`config.mk`:
```
export PLATFORM = sky130hd
export DESIGN_NAME = im_loader
export DESIGN_NICKNAME = d
export VERILOG_FILES = /design/src/rtl/im_loader_pkg.sv /design/src/rtl/im_word_assembler.sv /design/src/rtl/im_loader.sv
export SDC_FILE = /design/constraint.sdc
export NUM_CORES = 1
export LEC_CHECK = 0
export CAP_MARGIN = 20
export CORE_UTILIZATION = 45
export DETAILED_ROUTE_END_ITERATION = 12
export DONT_BUFFER_PORTS = 1
export GPL_TIMING_DRIVEN = 0
export PLACE_DENSITY = 0.68
export SETUP_SLACK_MARGIN = 0.05
export SYNTH_ARGS = -nofsm -noshare
export SYNTH_HDL_FRONTEND = slang
export SYNTH_SLANG_ARGS = --single-unit
```
`constraint.sdc`:
```
create_clock -name clk -period 3 [get_ports clk]
set_input_delay 0.6 -clock clk [delete_from_list [all_inputs] [get_ports clk]]
set_output_delay 0.6 -clock clk [all_outputs]
set_load 0.01 [all_outputs]
```
`src/rtl/im_loader_pkg.sv`:
```
// im_loader_pkg: shared states and constants for the boot-time instruction memory loader
package im_loader_pkg;
    localparam int ADDR_W = 12;
    localparam logic [ADDR_W-1:0] BASE_ADDR_DEF = 12'hc00;
    localparam int DEPTH_DEF = 1024;
    typedef enum logic [2:0] {CNT_HI, CNT_LO, DATA, CSUM, DONE, ERR} state_t;
endpackage

```
`src/rtl/im_word_assembler.sv`:
```
// im_word_assembler: packs accepted bytes into big-endian words and keeps their running XOR
module im_word_assembler (
    input  logic        clk,
    input  logic        reset,
    input  logic        i_clr,
    input  logic        i_en,
    input  logic [7:0]  i_byte,
    output logic [31:0] o_word,
    output logic        o_word_valid,
    output logic [7:0]  o_xor
);
    logic [1:0]  r_cnt;
    logic [23:0] r_shift;
    logic [7:0]  r_xor;
    always_ff @(posedge clk or negedge reset) begin
        if (!reset) begin
            r_cnt   <= '0;
            r_shift <= '0;
            r_xor   <= '0;
        end else if (i_clr) begin
            r_cnt   <= '0;
            r_shift <= '0;
            r_xor   <= '0;
        end else if (i_en) begin
            r_cnt   <= r_cnt + 2'd1;
            r_shift <= {r_shift[15:0], i_byte};
            r_xor   <= r_xor ^ i_byte;
        end
    end
    // The fourth byte completes the word in the same cycle it is accepted
    assign o_word       = {r_shift, i_byte};
    assign o_word_valid = i_en && (r_cnt == 2'd3);
    assign o_xor        = r_xor;
endmodule

```
`src/rtl/im_loader.sv`:
```
// im_loader: writes a counted, checksummed byte stream into the IM and holds the CPU until it is accepted
module im_loader
    import im_loader_pkg::*;
#(
    parameter logic [ADDR_W-1:0] BASE_ADDR = BASE_ADDR_DEF,
    parameter int                DEPTH     = DEPTH_DEF
) (
    input  logic              clk,
    input  logic              reset,
    input  logic              start,
    input  logic [7:0]        rx_data,
    input  logic              rx_valid,
    output logic              rx_ready,
    output logic              im_we,
    output logic [ADDR_W-1:0] im_addr,
    output logic [31:0]       im_wdata,
    output logic              cpu_hold,
    output logic              done,
    output logic              err
);
    state_t            r_state, w_next;
    logic [7:0]        r_cnt_hi;
    logic [15:0]       r_n, r_words;
    logic [ADDR_W-1:0] r_addr;
    logic [15:0]       w_count;
    logic [31:0]       w_word;
    logic [7:0]        w_xor;
    logic              w_acc, w_restart, w_word_valid;

    assign rx_ready  = (r_state != DONE) && (r_state != ERR);
    assign w_acc     = rx_valid && rx_ready;
    assign w_count   = {r_cnt_hi, rx_data};
    assign w_restart = start && !rx_ready;

    im_word_assembler u_asm (
        .clk          (clk),
        .reset        (reset),
        .i_clr        (w_restart),
        .i_en         (w_acc && (r_state == DATA)),
        .i_byte       (rx_data),
        .o_word       (w_word),
        .o_word_valid (w_word_valid),
        .o_xor        (w_xor)
    );

    always_comb begin
        w_next = r_state;
        case (r_state)
            CNT_HI: if (w_acc) w_next = CNT_LO;
            CNT_LO: if (w_acc) w_next = (32'(w_count) > DEPTH) ? ERR : (w_count == 16'd0) ? CSUM : DATA;
            DATA:   if (w_word_valid && (r_words + 16'd1 == r_n)) w_next = CSUM;
            CSUM:   if (w_acc) w_next = (rx_data == w_xor) ? DONE : ERR;
            default: if (start) w_next = CNT_HI;
        endcase
    end

    // Status outputs decode the next state so they land with the state change
    always_ff @(posedge clk or negedge reset) begin
        if (!reset) begin
            r_state  <= CNT_HI;
            r_cnt_hi <= '0;
            r_n      <= '0;
            r_words  <= '0;
            r_addr   <= BASE_ADDR;
            im_we    <= 1'b0;
            im_addr  <= BASE_ADDR;
            im_wdata <= '0;
            cpu_hold <= 1'b1;
            done     <= 1'b0;
            err      <= 1'b0;
        end else begin
            r_state  <= w_next;
            im_we    <= w_word_valid;
            done     <= (w_next == DONE);
            err      <= (w_next == ERR);
            cpu_hold <= (w_next != DONE);
            if (w_acc && (r_state == CNT_HI)) r_cnt_hi <= rx_data;
            if (w_acc && (r_state == CNT_LO)) r_n <= w_count;
            if (w_restart) begin
                r_words <= '0;
                r_addr  <= BASE_ADDR;
            end else if (w_word_valid) begin
                r_words  <= r_words + 16'd1;
                r_addr   <= r_addr + ADDR_W'(1);
                im_addr  <= r_addr;
                im_wdata <= w_word;
            end
        end
    end
endmodule

```
==> impl_metrics.ini <==
[power]
ir_drop_uv = 479
powerDensity_mw_per_mm2 = 753
leakagePower_nw = 3.35

[synth]
synth-simple-area-share_pct = 22.3
synth_top_flop_cell = dfrtp_1
synth_compound_area_share_pct = 9.43
synth_xor_area_share_pct = 5.08
synth_top_area_cell = dfrtp_1
synth_area_per_cell_sq_um = 9.42
synthAdderAreaFrac_pct = 0.604
synthTopCellsByArea = dfrtp_1, nand2_1, o21ai_0, mux2_2, xor2_1
syn_area_sq_mm = 0.00621
synth_edf_count = 0
synthCells = 659
syn_nets = 674
yosys-top-cells-count = nand2_1, dfrtp_1, o21ai_0
ys_types = 55
synth_seq_cells = 137
synth.top_cell.area_share_pct = 53.2
yosysMostFrequentCell = nand2_1
muxShareOfSynthArea_pct = 4.35
synth_top_family_by_area = simple AND/OR/NAND/NOR gates
seq_area_frac_synth_pct = 55.3
yosysWarningCount = 0
synth-async-reset-ratio_pct = 100

[critical_path]
slowest_delay_ps = 510
r2r_end = done
path_max_fanout = 7
cp_slowest_cell = dfrtp_1
r2r_slack_ps = 240
startpoint_type = flip-flop
reg2regPathDepth = 8
worst_path_most_repeated_cell = and3_1
cp_num_buf_inv = 1
cp.required_ps = 3310
path_cells = ha_2, and3_1, buf_4, and3_1, o2111ai_1, or4b_1, a2111o_1, and3b_1
end_kind = flip-flop
crit_type = flip-flop to flip-flop
crit_arrival_ps = 3070
cpLargestDelayFamily = simple AND/OR/NAND/NOR gates
regToRegStartpoint = r_words[0]

[place]
gp_congestion = 0.864
hpwl_microns = 9710
place_area_sq_mm = 0.00643
io_buffers = 0

[global_routing]
antenna_found_initial = 0
grt_pass1_vias = 4772
grtUsageTotal_pct = 21.7
grt_max_degree = 138
grt-ovfl-total = 0
grt_first_pass_wirelength_microns = 24100

[cells_and_area]
register_area_sq_mm = 0.00343
drive_gt1_share_pct = 10.6
multi_input_area_sq_mm = 0.00260
diodes = 0
syn2layout_area_growth_pct = 13.2
nNetsFinal = 693
fillerInstances = 1236
fin_area_sq_mm = 0.00703

[min_path]
hold_class = input port to async pin

[routing]
drt-vias-per-instance = 5.51
wl_per_cell_microns = 16.4
drc = 0
vias = 4763
ant_nets = 0
initialDrtViolationCount = 337
routed_wl_microns = 14200
dr.pass1.iters = 5

[die]
num_rows = 42
core_sq_mm = 0.0133
initial_core_util_pct = 46.5
io_pins = 61
die_x_microns = 119
die_h_microns = 119
dieArea_sq_mm = 0.0143

[clocking]
root_buffer = clkbuf_16
cts.path.max_buffers = 2
cts_tree = yes
numCtsBuffers = 17
clk_pin_slew_ps = 50
clk_latency_ps = 420
postCtsSetupRepairBufs = 0
h-tree-depth = 4
cts_sinks = 137

[timing]
whs_ps = -124
setup_violations = 0
skew_ps = 4.62
rsz0062_at_grt = no
fin_crit_sh_pct = 92.1
max_freq_mhz = 362
maxSlewViolCount = 0
final.setup.tns_ps = 0
slew-limit-headroom_pct = 54.4
tightest_slew_ps = 682
hold_viol = 132
fin_crit_ps = 2760

[flow_run]
max_cap_viol_count = 0

[run_status]
violations = hold timing
outcome = finished, violations left
## cells by family (layout without fill, tap and decap cells)
kind of cell | Yosys count | after routing
adder cells (fa/ha/maj) | 3 | 3
AO/OA/AOI/OAI | 100 | 100
XOR/XNOR | 36 | 36
buffers and inverters | 42 | 72
multiplexers | 24 | 24
AND/OR/NAND/NOR | 317 | 317
flip-flops | 137 | 137
## worst register-to-register path, cell delays in order, from the launching register on
cell	delay, ps
dfrtp_1	510
ha_2	310
and3_1	170
buf_4	130
and3_1	200
o2111ai_1	140
or4b_1	510
a2111o_1	460
and3b_1	220
## area by class of cell
class	count	area share [%]
sequential	137	48.9
multi-input combinational	480	36.9
tap	176	3.13
buffer	35	2.22
clock buffer	23	6.80
clock inverter	7	1.67
inverter	7	0.374
## layer usage
layer | part of all wire (%) | GRT usage [%] | up-vias
met3 | 7.6 | 5.60 | 17
met5 | 0 | 0 | -
met2 | 46 | 32.8 | 183
li1 | - | - | 2246
met4 | 1.7 | 8.59 | 0
met1 | 45 | 29.8 | 2317
## worst max path at each step
stage	start	endpoint	slack, ps	cells past startpoint
2_1_floorplan	r_words[0]	done	530	8
3_3_place_gp	r_words[0]	done	260	8
3_5_place_dp	r_words[0]	done	220	8
4_1_cts	r_words[0]	done	180	8
5_1_grt	r_words[0]	done	70	8
6_report	r_words[0]	done	240	8
## report_power, final
part | switching, W | internal (W)
combinational | 0.000416 | 0.000417
sequential | 0.000248 | 0.00212
clock | 0.000733 | 0.00136
total | 0.00140 | 0.00390
## registers in the layout (all words and copies together), names as in the netlist
name and cells:
cpu_hold 1, done 1, err 1, im_addr 12, im_wdata 32, im_we 1, r_addr 12, r_cnt_hi 8
r_n 16, r_state 3, r_words 16, u_asm.o_xor 8, u_asm.r_cnt 2, u_asm.r_shift 24
## cell usage in the layout, fill, tap and decap left out, types with 4 or more instances in the layout
cell type	instances
nand3_1	14
a21oi_1	7
o31ai_1	6
nand2_1	224
nor4_1	5
nor3_1	6
xor2_1	24
clkbuf_16	17
and3_1	8
o21ai_0	64
inv_1	6
a31oi_1	4
dfstp_2	5
nor2_1	33
nand2b_1	4
buf_2	4
mux2_2	24
dfrtp_1	132
clkbuf_1	27
nand4_1	6
xnor2_1	12
## per-stage QoR
stage               hold WS, ps  utilization (%)  worst slack (ps)  cells  power (W)
floorplan                   304                -               534    659    0.00300
CTS                        -142             52.6               184    865    0.00533
finish                     -124             52.7               237    865    0.00530
global placement            310             48.2               263    835    0.00317
detailed placement          308             48.2               224    835    0.00322
global route               -146             52.7              69.2    865    0.00555
## what timing repair did
item | CTS | global route
resized for setup | 0 | 1
endpoints found under the setup margin | 0 | 1
hold endpoints to repair | 132 | 132
Note: power is estimated with default switching activity, not from simulation.
